`src/rtl/fm_tile_sched_if.sv`:
```
// Handshake bundle between the tile scheduler, the input read-master controller
// and the compute side.
interface fm_tile_sched_if #(
    parameter int CW = 16
);
    logic          start;
    logic          load_start;
    logic          load_done;
    logic [CW-1:0] tile_base_m;
    logic [CW-1:0] tile_base_row;
    logic [CW-1:0] tile_base_col;
    logic          tile_ready;
    logic          tile_consumed;
    logic          busy;
    logic          done;
    logic          err;

    modport master (
        input  start,
        input  load_done,
        input  tile_consumed,
        output load_start,
        output tile_base_m,
        output tile_base_row,
        output tile_base_col,
        output tile_ready,
        output busy,
        output done,
        output err
    );

    modport slave (
        output start,
        output load_done,
        output tile_consumed,
        input  load_start,
        input  tile_base_m,
        input  tile_base_row,
        input  tile_base_col,
        input  tile_ready,
        input  busy,
        input  done,
        input  err
    );
endinterface

```
`src/rtl/fm_tile_sched.sv`:
```
// Layer-level tile scheduler: walks tile origins over the M x R x C input map
// and issues one load per tile, throttled by free tile-buffer credits.
//
// state        | meaning
// -------------+-----------------------------------------------------------
// ST_IDLE      | layer not running; bases/credits held at their start values
// ST_ISSUE     | waiting for a free buffer credit to issue the current tile
// ST_WAIT_LOAD | load requested; waiting for load_done from the read master
// ST_ADVANCE   | tile landed; step to next origin or finish the walk
// ST_DRAIN     | all tiles loaded; waiting for compute to free every buffer
module fm_tile_sched #(
    parameter int CW   = 16,
    parameter int M    = 32,
    parameter int R    = 64,
    parameter int C    = 32,
    parameter int Tm   = 16,
    parameter int Tr   = 64,
    parameter int Tc   = 16,
    parameter int NBUF = 2
) (
    input  logic            clk,
    input  logic            rst,
    fm_tile_sched_if.master bus
);

    typedef enum logic [2:0] {
        ST_IDLE      = 3'd0,
        ST_ISSUE     = 3'd1,
        ST_WAIT_LOAD = 3'd2,
        ST_ADVANCE   = 3'd3,
        ST_DRAIN     = 3'd4
    } state_t;

    localparam logic [2:0]    CRED_FULL = 3'(NBUF);
    localparam logic [CW-1:0] M_LAST    = CW'(M - Tm);
    localparam logic [CW-1:0] R_LAST    = CW'(R - Tr);
    localparam logic [CW-1:0] C_LAST    = CW'(C - Tc);
    localparam logic [CW-1:0] M_STEP    = CW'(Tm);
    localparam logic [CW-1:0] R_STEP    = CW'(Tr);
    localparam logic [CW-1:0] C_STEP    = CW'(Tc);

    state_t        state_q, state_d;
    logic [CW-1:0] base_m_q, base_m_d;
    logic [CW-1:0] base_row_q, base_row_d;
    logic [CW-1:0] base_col_q, base_col_d;
    logic [2:0]    credits_q, credits_d;
    logic          load_start_q, load_start_d;
    logic          tile_ready_q, tile_ready_d;
    logic          done_q, done_d;
    logic          err_q, err_d;

    logic          issue;
    logic          consume;
    logic          last_tile;

    assign last_tile = (base_m_q == M_LAST) && (base_row_q == R_LAST) &&
                       (base_col_q == C_LAST);

    always_comb begin
        state_d      = state_q;
        base_m_d     = base_m_q;
        base_row_d   = base_row_q;
        base_col_d   = base_col_q;
        credits_d    = credits_q;
        load_start_d = 1'b0;
        tile_ready_d = 1'b0;
        done_d       = 1'b0;
        err_d        = err_q;
        issue        = 1'b0;
        consume      = bus.tile_consumed && (state_q != ST_IDLE);

        case (state_q)
            ST_IDLE: begin
                base_m_d   = '0;
                base_row_d = '0;
                base_col_d = '0;
                if (bus.start) begin
                    state_d = ST_ISSUE;
                end
            end
            ST_ISSUE: begin
                if (credits_q != 3'd0) begin
                    issue        = 1'b1;
                    load_start_d = 1'b1;
                    state_d      = ST_WAIT_LOAD;
                end
            end
            ST_WAIT_LOAD: begin
                if (bus.load_done) begin
                    tile_ready_d = 1'b1;
                    state_d      = ST_ADVANCE;
                end
            end
            ST_ADVANCE: begin
                if (last_tile) begin
                    state_d = ST_DRAIN;
                end else begin
                    // Column is the innermost loop, channel the outermost.
                    if (base_col_q == C_LAST) begin
                        base_col_d = '0;
                        if (base_row_q == R_LAST) begin
                            base_row_d = '0;
                            base_m_d   = base_m_q + M_STEP;
                        end else begin
                            base_row_d = base_row_q + R_STEP;
                        end
                    end else begin
                        base_col_d = base_col_q + C_STEP;
                    end
                    state_d = ST_ISSUE;
                end
            end
            ST_DRAIN: begin
                if (credits_q == CRED_FULL) begin
                    done_d  = 1'b1;
                    state_d = ST_IDLE;
                end
            end
            default: begin
                state_d = ST_IDLE;
            end
        endcase

        // An extra consume with every buffer already free is dropped and flagged.
        if (state_q == ST_IDLE) begin
            credits_d = CRED_FULL;
        end else if (issue && !consume) begin
            credits_d = credits_q - 3'd1;
        end else if (consume && !issue) begin
            if (credits_q == CRED_FULL) begin
                err_d = 1'b1;
            end else begin
                credits_d = credits_q + 3'd1;
            end
        end
    end

    always_ff @(posedge clk) begin
        if (rst) begin
            state_q      <= ST_IDLE;
            base_m_q     <= '0;
            base_row_q   <= '0;
            base_col_q   <= '0;
            credits_q    <= CRED_FULL;
            load_start_q <= 1'b0;
            tile_ready_q <= 1'b0;
            done_q       <= 1'b0;
            err_q        <= 1'b0;
        end else begin
            state_q      <= state_d;
            base_m_q     <= base_m_d;
            base_row_q   <= base_row_d;
            base_col_q   <= base_col_d;
            credits_q    <= credits_d;
            load_start_q <= load_start_d;
            tile_ready_q <= tile_ready_d;
            done_q       <= done_d;
            err_q        <= err_d;
        end
    end

    assign bus.load_start    = load_start_q;
    assign bus.tile_ready    = tile_ready_q;
    assign bus.done          = done_q;
    assign bus.err           = err_q;
    assign bus.busy          = (state_q != ST_IDLE);
    assign bus.tile_base_m   = base_m_q;
    assign bus.tile_base_row = base_row_q;
    assign bus.tile_base_col = base_col_q;

endmodule

```
`src/flat_wrapper.sv`:
```
// flat-port wrapper written by rule: the top's interface ports become plain ports
module fm_tile_sched_flat 
#(
    parameter int CW   = 16,
    parameter int M    = 32,
    parameter int R    = 64,
    parameter int C    = 32,
    parameter int Tm   = 16,
    parameter int Tr   = 64,
    parameter int Tc   = 16,
    parameter int NBUF = 2
)
  (clk, rst, bus_start, bus_load_done, bus_tile_consumed, bus_load_start, bus_tile_base_m, bus_tile_base_row, bus_tile_base_col, bus_tile_ready, bus_busy, bus_done, bus_err);
  fm_tile_sched_if #(.CW(CW)) bus_i ();
  input  logic clk;
  input  logic rst;
  input wire logic [$bits(bus_i.start)-1:0] bus_start;
  input wire logic [$bits(bus_i.load_done)-1:0] bus_load_done;
  input wire logic [$bits(bus_i.tile_consumed)-1:0] bus_tile_consumed;
  output wire logic [$bits(bus_i.load_start)-1:0] bus_load_start;
  output wire logic [$bits(bus_i.tile_base_m)-1:0] bus_tile_base_m;
  output wire logic [$bits(bus_i.tile_base_row)-1:0] bus_tile_base_row;
  output wire logic [$bits(bus_i.tile_base_col)-1:0] bus_tile_base_col;
  output wire logic [$bits(bus_i.tile_ready)-1:0] bus_tile_ready;
  output wire logic [$bits(bus_i.busy)-1:0] bus_busy;
  output wire logic [$bits(bus_i.done)-1:0] bus_done;
  output wire logic [$bits(bus_i.err)-1:0] bus_err;
  assign bus_i.start = bus_start;
  assign bus_i.load_done = bus_load_done;
  assign bus_i.tile_consumed = bus_tile_consumed;
  assign bus_load_start = bus_i.load_start;
  assign bus_tile_base_m = bus_i.tile_base_m;
  assign bus_tile_base_row = bus_i.tile_base_row;
  assign bus_tile_base_col = bus_i.tile_base_col;
  assign bus_tile_ready = bus_i.tile_ready;
  assign bus_busy = bus_i.busy;
  assign bus_done = bus_i.done;
  assign bus_err = bus_i.err;
  fm_tile_sched #(.CW(CW), .M(M), .R(R), .C(C), .Tm(Tm), .Tr(Tr), .Tc(Tc), .NBUF(NBUF)) u_core (.clk(clk), .rst(rst), .bus(bus_i));
endmodule
```
`config.mk`:
```
export PLATFORM = sky130hd
export DESIGN_NAME = fm_tile_sched_flat
export DESIGN_NICKNAME = d
export VERILOG_FILES = /design/src/rtl/fm_tile_sched_if.sv /design/src/rtl/fm_tile_sched.sv /design/src/flat_wrapper.sv
export SDC_FILE = /design/constraint.sdc
export NUM_CORES = 1
export LEC_CHECK = 0
export BUFFER_PORTS_ARGS = -buffer_cell sky130_fd_sc_hd__buf_2
export CORE_UTILIZATION = 51
export CTS_BUF_LIST = sky130_fd_sc_hd__clkbuf_4 sky130_fd_sc_hd__clkbuf_8
export CTS_CLUSTER_DIAMETER = 60
export DETAILED_ROUTE_END_ITERATION = 8
export GPL_ROUTABILITY_DRIVEN = 1
export GPL_TIMING_DRIVEN = 0
export PLACE_DENSITY = 0.82
export SYNTH_ARGS = -nofsm -noshare
export SYNTH_HDL_FRONTEND = slang
export SYNTH_SLANG_ARGS = --single-unit
```
`constraint.sdc`:
```
create_clock -name clk -period 2.2 [get_ports clk]
set_clock_uncertainty 0.05 [all_clocks]
set_input_delay 0.55 -clock clk [delete_from_list [all_inputs] [get_ports clk]]
set_output_delay 0.55 -clock clk [all_outputs]
set_load 0.01 [all_outputs]
```
# Word level (Yosys, flattened, before mapping)

Cells that the tools add are included.

Flip-flop bits (word level): 58
Logic and storage cells: 79
Output and inout bits: 53
Input bits: 5

Reductions and logical operators: 22
Muxes and demuxes: 24
Bitwise gates (word level): 4
Add/subtract/negate cells: 5
Equal/unequal tests: 15

Operators by type and width:

| cell                  | number |
|---|---|
| $mux 16               | 8 |
| $pmux 16 s2           | 3 |
| $add 16x5->16 const B | 2 |
| $eq 16x5->1 const B   | 2 |
| $mux 3                | 8 |
| $add 16x7->16 const B | 1 |
| $logic_not 16->1      | 1 |
| $pmux 3 s5            | 1 |
| $reduce_and 4->1      | 3 |
| $eq 3x2->1 const B    | 3 |
| $ne 2x1->1 const B    | 4 |
| $ne 2x2->1 const B    | 4 |
| $reduce_bool 3->1     | 2 |
| $reduce_or 2->1       | 3 |
| $logic_and 1x1->1     | 5 |
| $mux 1                | 4 |
| $not 1->1             | 4 |
| $reduce_and 2->1      | 2 |
| $reduce_bool 2->1     | 2 |
| $add 3x1->3 const B   | 1 |
| $eq 3x1->1 const B    | 1 |
| $eq 3x3->1 const B    | 1 |
| $logic_not 3->1       | 1 |
| $reduce_and 3->1      | 1 |
| other kinds (2)       | 3 |

# Longest topological paths before layout

Word-level depth: 7
Gate-level depth with buffers: 12
Depth with buffers taken out: 11

# Worst setup path after synthesis

OpenSTA, ideal clock, no wires.

Kind: reg-to-reg
From: register u_core.state_q[0]
To: register u_core.credits_q[2]
Setup slack: -0.189 ns
Arrival: 2.204 ns
Setup time: 0.134 ns
Data required time: 2.016 ns
Clock period less this slack: 2.389 ns
Stages on the path, launching flop included: 13
Path through: dfxtp_1 -> buf_4 -> nor3_4 -> inv_2 -> clkbuf_1 -> nand2_1 -> ha_1 -> inv_1 -> fa_1 -> xor2_1 -> nor3_1 -> xnor2_1 -> nor3_1

Longest elaborated chain between the ends: 6
Elaborated cells on any way between the ends: 14
Those cells by class: 2 x eq/ne; 2 x mux; 10 x reduce/logical

RTL lines:

| element                                                          | line                 | source |
|---|---|---|
| start, declared                                                  | fm_tile_sched.sv:42  | `state_t state_q, state_d;` |
| start signal, assigned                                           | fm_tile_sched.sv:150 | `state_q <= state_d;` |
| $reduce_bool 3->1 (*)                                            | --                   |  |
| via bus_busy                                                     | flat_wrapper.sv:25   | `output wire logic [$bits(bus_i.busy)-1:0] bus_busy;` |
| $logic_and 1x1->1 (*)                                            | fm_tile_sched.sv:70  | `consume = bus.tile_consumed && (state_q != ST_IDLE);` |
| $logic_not 1->1                                                  | fm_tile_sched.sv:127 | `end else if (issue && !consume) begin` |
| $logic_and 1x1->1                                                | fm_tile_sched.sv:127 |  |
| $ne 2x2->1 (no source line) or $reduce_bool 2->1 (tied branches) | --                   |  |
| $reduce_and 2->1 (no source line)                                | --                   |  |
| end signal, assigned                                             | fm_tile_sched.sv:154 | `credits_q <= credits_d;` |
| end, declared                                                    | fm_tile_sched.sv:46  | `logic [2:0] credits_q, credits_d;` |

Mark *: on every way through the listed nets, which the timed path passes. The rest lies on a longest branch.
A chain may end at the register's enable or synchronous reset.

# Final worst setup path

From: register u_core.state_q[1]
To: register u_core.credits_q[2]

Longest elaborated chain between the ends: 6
Elaborated cells on any way between the ends: 14
Those cells by class: 2 x eq/ne; 2 x mux; 10 x reduce/logical

RTL lines:

| element                                                          | line |
|---|---|
| $eq 3x1->1 or $reduce_bool 3->1 (tied branches)                  | fm_tile_sched.sv:72, fm_tile_sched.sv:70 |
| $mux 1 or $logic_and 1x1->1 (tied branches)                      | fm_tile_sched.sv:72, fm_tile_sched.sv:70 |
| $logic_not 1->1, on equally long branches                        | fm_tile_sched.sv:129, fm_tile_sched.sv:127 |
| $logic_and 1x1->1, on equally long branches                      | fm_tile_sched.sv:129, fm_tile_sched.sv:127 |
| $reduce_bool 2->1 (no source line) or $ne 2x2->1 (tied branches) | -- |
| $reduce_and 2->1 (no source line)                                | -- |

Several ways; a longest one is shown, not always the timed one.

==> flow_summary.toml <==
[run_status]
status = "finished clean"

[synthesis]
synth_edf_count = 0
ys_seq_area_share_pct = 34.01
syn_area_sq_um = 2590
synth-async-reset-ratio_pct = 0
syn_area_per_cell_sq_um = 8.870
synthAdderAreaFrac_pct = 4.638
synthMuxAreaShare_pct = 0.7729
yosys.area.top_type = "dfxtp_1"
synth_xor_area_share_pct = 6.087
yosys.cell_count.top_type = "dfxtp_1"
synthTopCellsByCount = "44 x dfxtp_1, 24 x nor3_1, 22 x nor2_1"
ys_types = 60
synth_top_cell_area_share_pct = 34.01
synth_simple_gate_area_share_pct = 30.34
synth_area_leaders = "dfxtp_1 34%, xnor2_1 4.7%, nor3_1 4.6%, buf_4 4.3%, ha_1 3.9%"
synth_seq_cells = 44
synth_top_family_by_area = "simple AND/OR/NAND/NOR gates"
synth_cells = 292
yosysWarnings = 0
ys.flop_type = "dfxtp_1"
synth_compound_area_share_pct = 15.22

[layout]
antenna_cells = 0
nNetsFinal = 377
area_growth_pct = 22.56
drive_gt1_share_pct = 33.24
stdcell_count = 431

[place]
place.port_buffers = 42
hpwl_um = 4144
dp.cells = 414
gp_congestion = 0.8086

[die]
core-area_sq_um = 4817
start_util_pct = 53.77
ios = 58
die_area_sq_um = 5367
die_y_um = 73.26
die_x_um = 73.26
rows = 25

[worst_setup_path]
worstRegToRegCells = 10
timing.rr.end = "u_core.credits_q[2]"
critPathCaptureType = "flip-flop"
criticalPathCategory = "flip-flop to flip-flop"
critPathRequiredTime_ps = 2310
crit_arrival_ps = 2240
critPathMaxFanout = 5
regToRegStartpoint = "u_core.state_q[1]"
r2r_setup_slack_ps = 60
critPathLaunchType = "flip-flop"

[global_routing]
grt_pass1_wl_um = 9197
overflow = 0
grt_max_degree = 14
grt_util_all_layers_pct = 22.00
antenna_found_initial = 0
first_global_vias = 2063

[timing]
final-hold-violation-count = 0
fmax_ghz = 0.4682
rsz0062_at_grt = "yes"
setup_viol = 0
fin_crit_ps = 2136
report.final.slew_viol_count = 0
worst_pin_slew_ps = 600.0
slew_headroom_pct = 60.00
min_period_over_period_pct = 97.08

[power]
powerDensity_nw_per_um2 = 528.0
finalPower_uw = 1676
p_leak_uw = 0.001316
ir_drop_v = 0.0003401

[routing]
antenna_left = 0
vias_per_cell = 5.550
drt_first_pass_iters = 4
vias = 2392
drt_iter0_drc = 175
remaining_drc_errors = 0
drt-total-wl_um = 5921
wl_per_cell_um = 13.74

[cts]
root_buffer = "clkbuf_8"
clock_path_buffers = 2
path_clk_slew_ps = 80
clock_latency_ps = 300
cts.sink_count = 44
cts_tree = "done"
htree_levels = 2
cts_hold_buf = 0
cts_inserted_buffers = 5

[worst_hold_path]
min-delay-start = "u_core.bus.err"
holdPathEnd = "u_core.bus.err"
min-delay-path-class = "flip-flop to flip-flop"
hold_depth = 2

[job]
cap_violations = 0
worst max-delay path by stage:
stage | start | endpoint | slack [ps] | depth (start not counted)
detailed placement | u_core.state_q[1] | u_core.credits_q[2] | -210 | 12
finish | u_core.state_q[1] | u_core.credits_q[2] | 60 | 10
global placement | u_core.state_q[1] | u_core.credits_q[2] | -160 | 12
floorplan | u_core.state_q[1] | u_core.credits_q[2] | 1 | 12
global route | u_core.credits_q[0] | u_core.credits_q[2] | -70 | 11
CTS | u_core.state_q[0] | u_core.credits_q[2] | 20 | 12
per-stage QoR:
stage	utilization (%)	hold WS (ps)	area (sq um)	setup WS [ps]	setup TNS, ps
floorplan	-	455.0	2681	1.055	0
global placement	61.77	405.6	2975	-165.0	-165.0
detailed placement	61.77	418.9	2975	-211.1	-211.1
CTS	64.10	433.6	3088	21.15	0
global route	65.90	438.4	3174	-74.06	-104.0
finish	65.90	424.2	3174	64.35	0
cell type report:
class                      instances  area (sq um)
buffer                            25         171.4
clock buffer                       6         82.58
clock inverter                     2         10.01
fill                             427          1643
inverter                          12         50.05
multi-input combinational        221          1584
sequential                        44         892.1
tap                               67         83.83
timing repair buffer              54         300.3
logic make-up (layout without fill, tap and decap cells):
family	Yosys count	after routing
xor+xnor	18	18
buf+inv	40	99
mux	2	2
simple gates	127	127
fa+ha+maj	9	9
flops	44	44
other cells	1	14
compound gates	51	51
critical path, stage by stage (launching register included):
cell,delay [ps]
dfxtp_4,380
nor3_4,250
clkinv_4,100
nand2_4,80
ha_4,130
inv_2,40
fa_2,390
xor2_2,150
nor3_2,200
xnor2_1,150
nor3_1,70
registers in the layout (all words and copies together), names as in the netlist:
name                      flops
u_core.bus.tile_base_row     10
u_core.bus.load_start         1
u_core.bus.tile_ready         1
u_core.bus.err                1
u_core.bus.tile_base_col     12
u_core.bus.done               1
u_core.bus.tile_base_m       12
u_core.credits_q              3
u_core.state_q                3
power breakdown:
group          switching (uW)  leakage (uW)  internal [uW]
sequential               20.1      0.000358            808
clock                     283     0.0000510            251
combinational             183      0.000907            131
per-layer routing:
metal / global-route usage (%) / vias to the layer above / share of wire (%)
met5: 0 / - / 0
met4: 9.150 / 0 / 1.4
met3: 2.743 / 7 / 5.0
met2: 37.45 / 69 / 49
met1: 28.06 / 1151 / 45
li1: - / 1165 / -
what timing repair did:
item | CTS | global route
endpoints found under the hold margin | 0 | 0
cloned | 0 | 0
endpoints found under the setup margin | 1 | 22
resized for setup | 1 | 18
setup buffers | 2 | 10
pin swaps | 2 | 10
placed cells by master (no fill, tap or decap), types with 6 or more instances in the layout:
cell type,instances
a21oi_1,15
and3_1,9
buf_2,44
buf_4,26
clkbuf_8,6
conb_1,14
dfxtp_1,39
ha_1,7
inv_1,9
nand2_1,18
nand3_1,13
nor2_1,21
nor3_1,21
nor3_2,6
nor3b_1,6
o21ai_0,9
xnor2_1,14
Note: power is estimated with default switching activity, not from simulation.
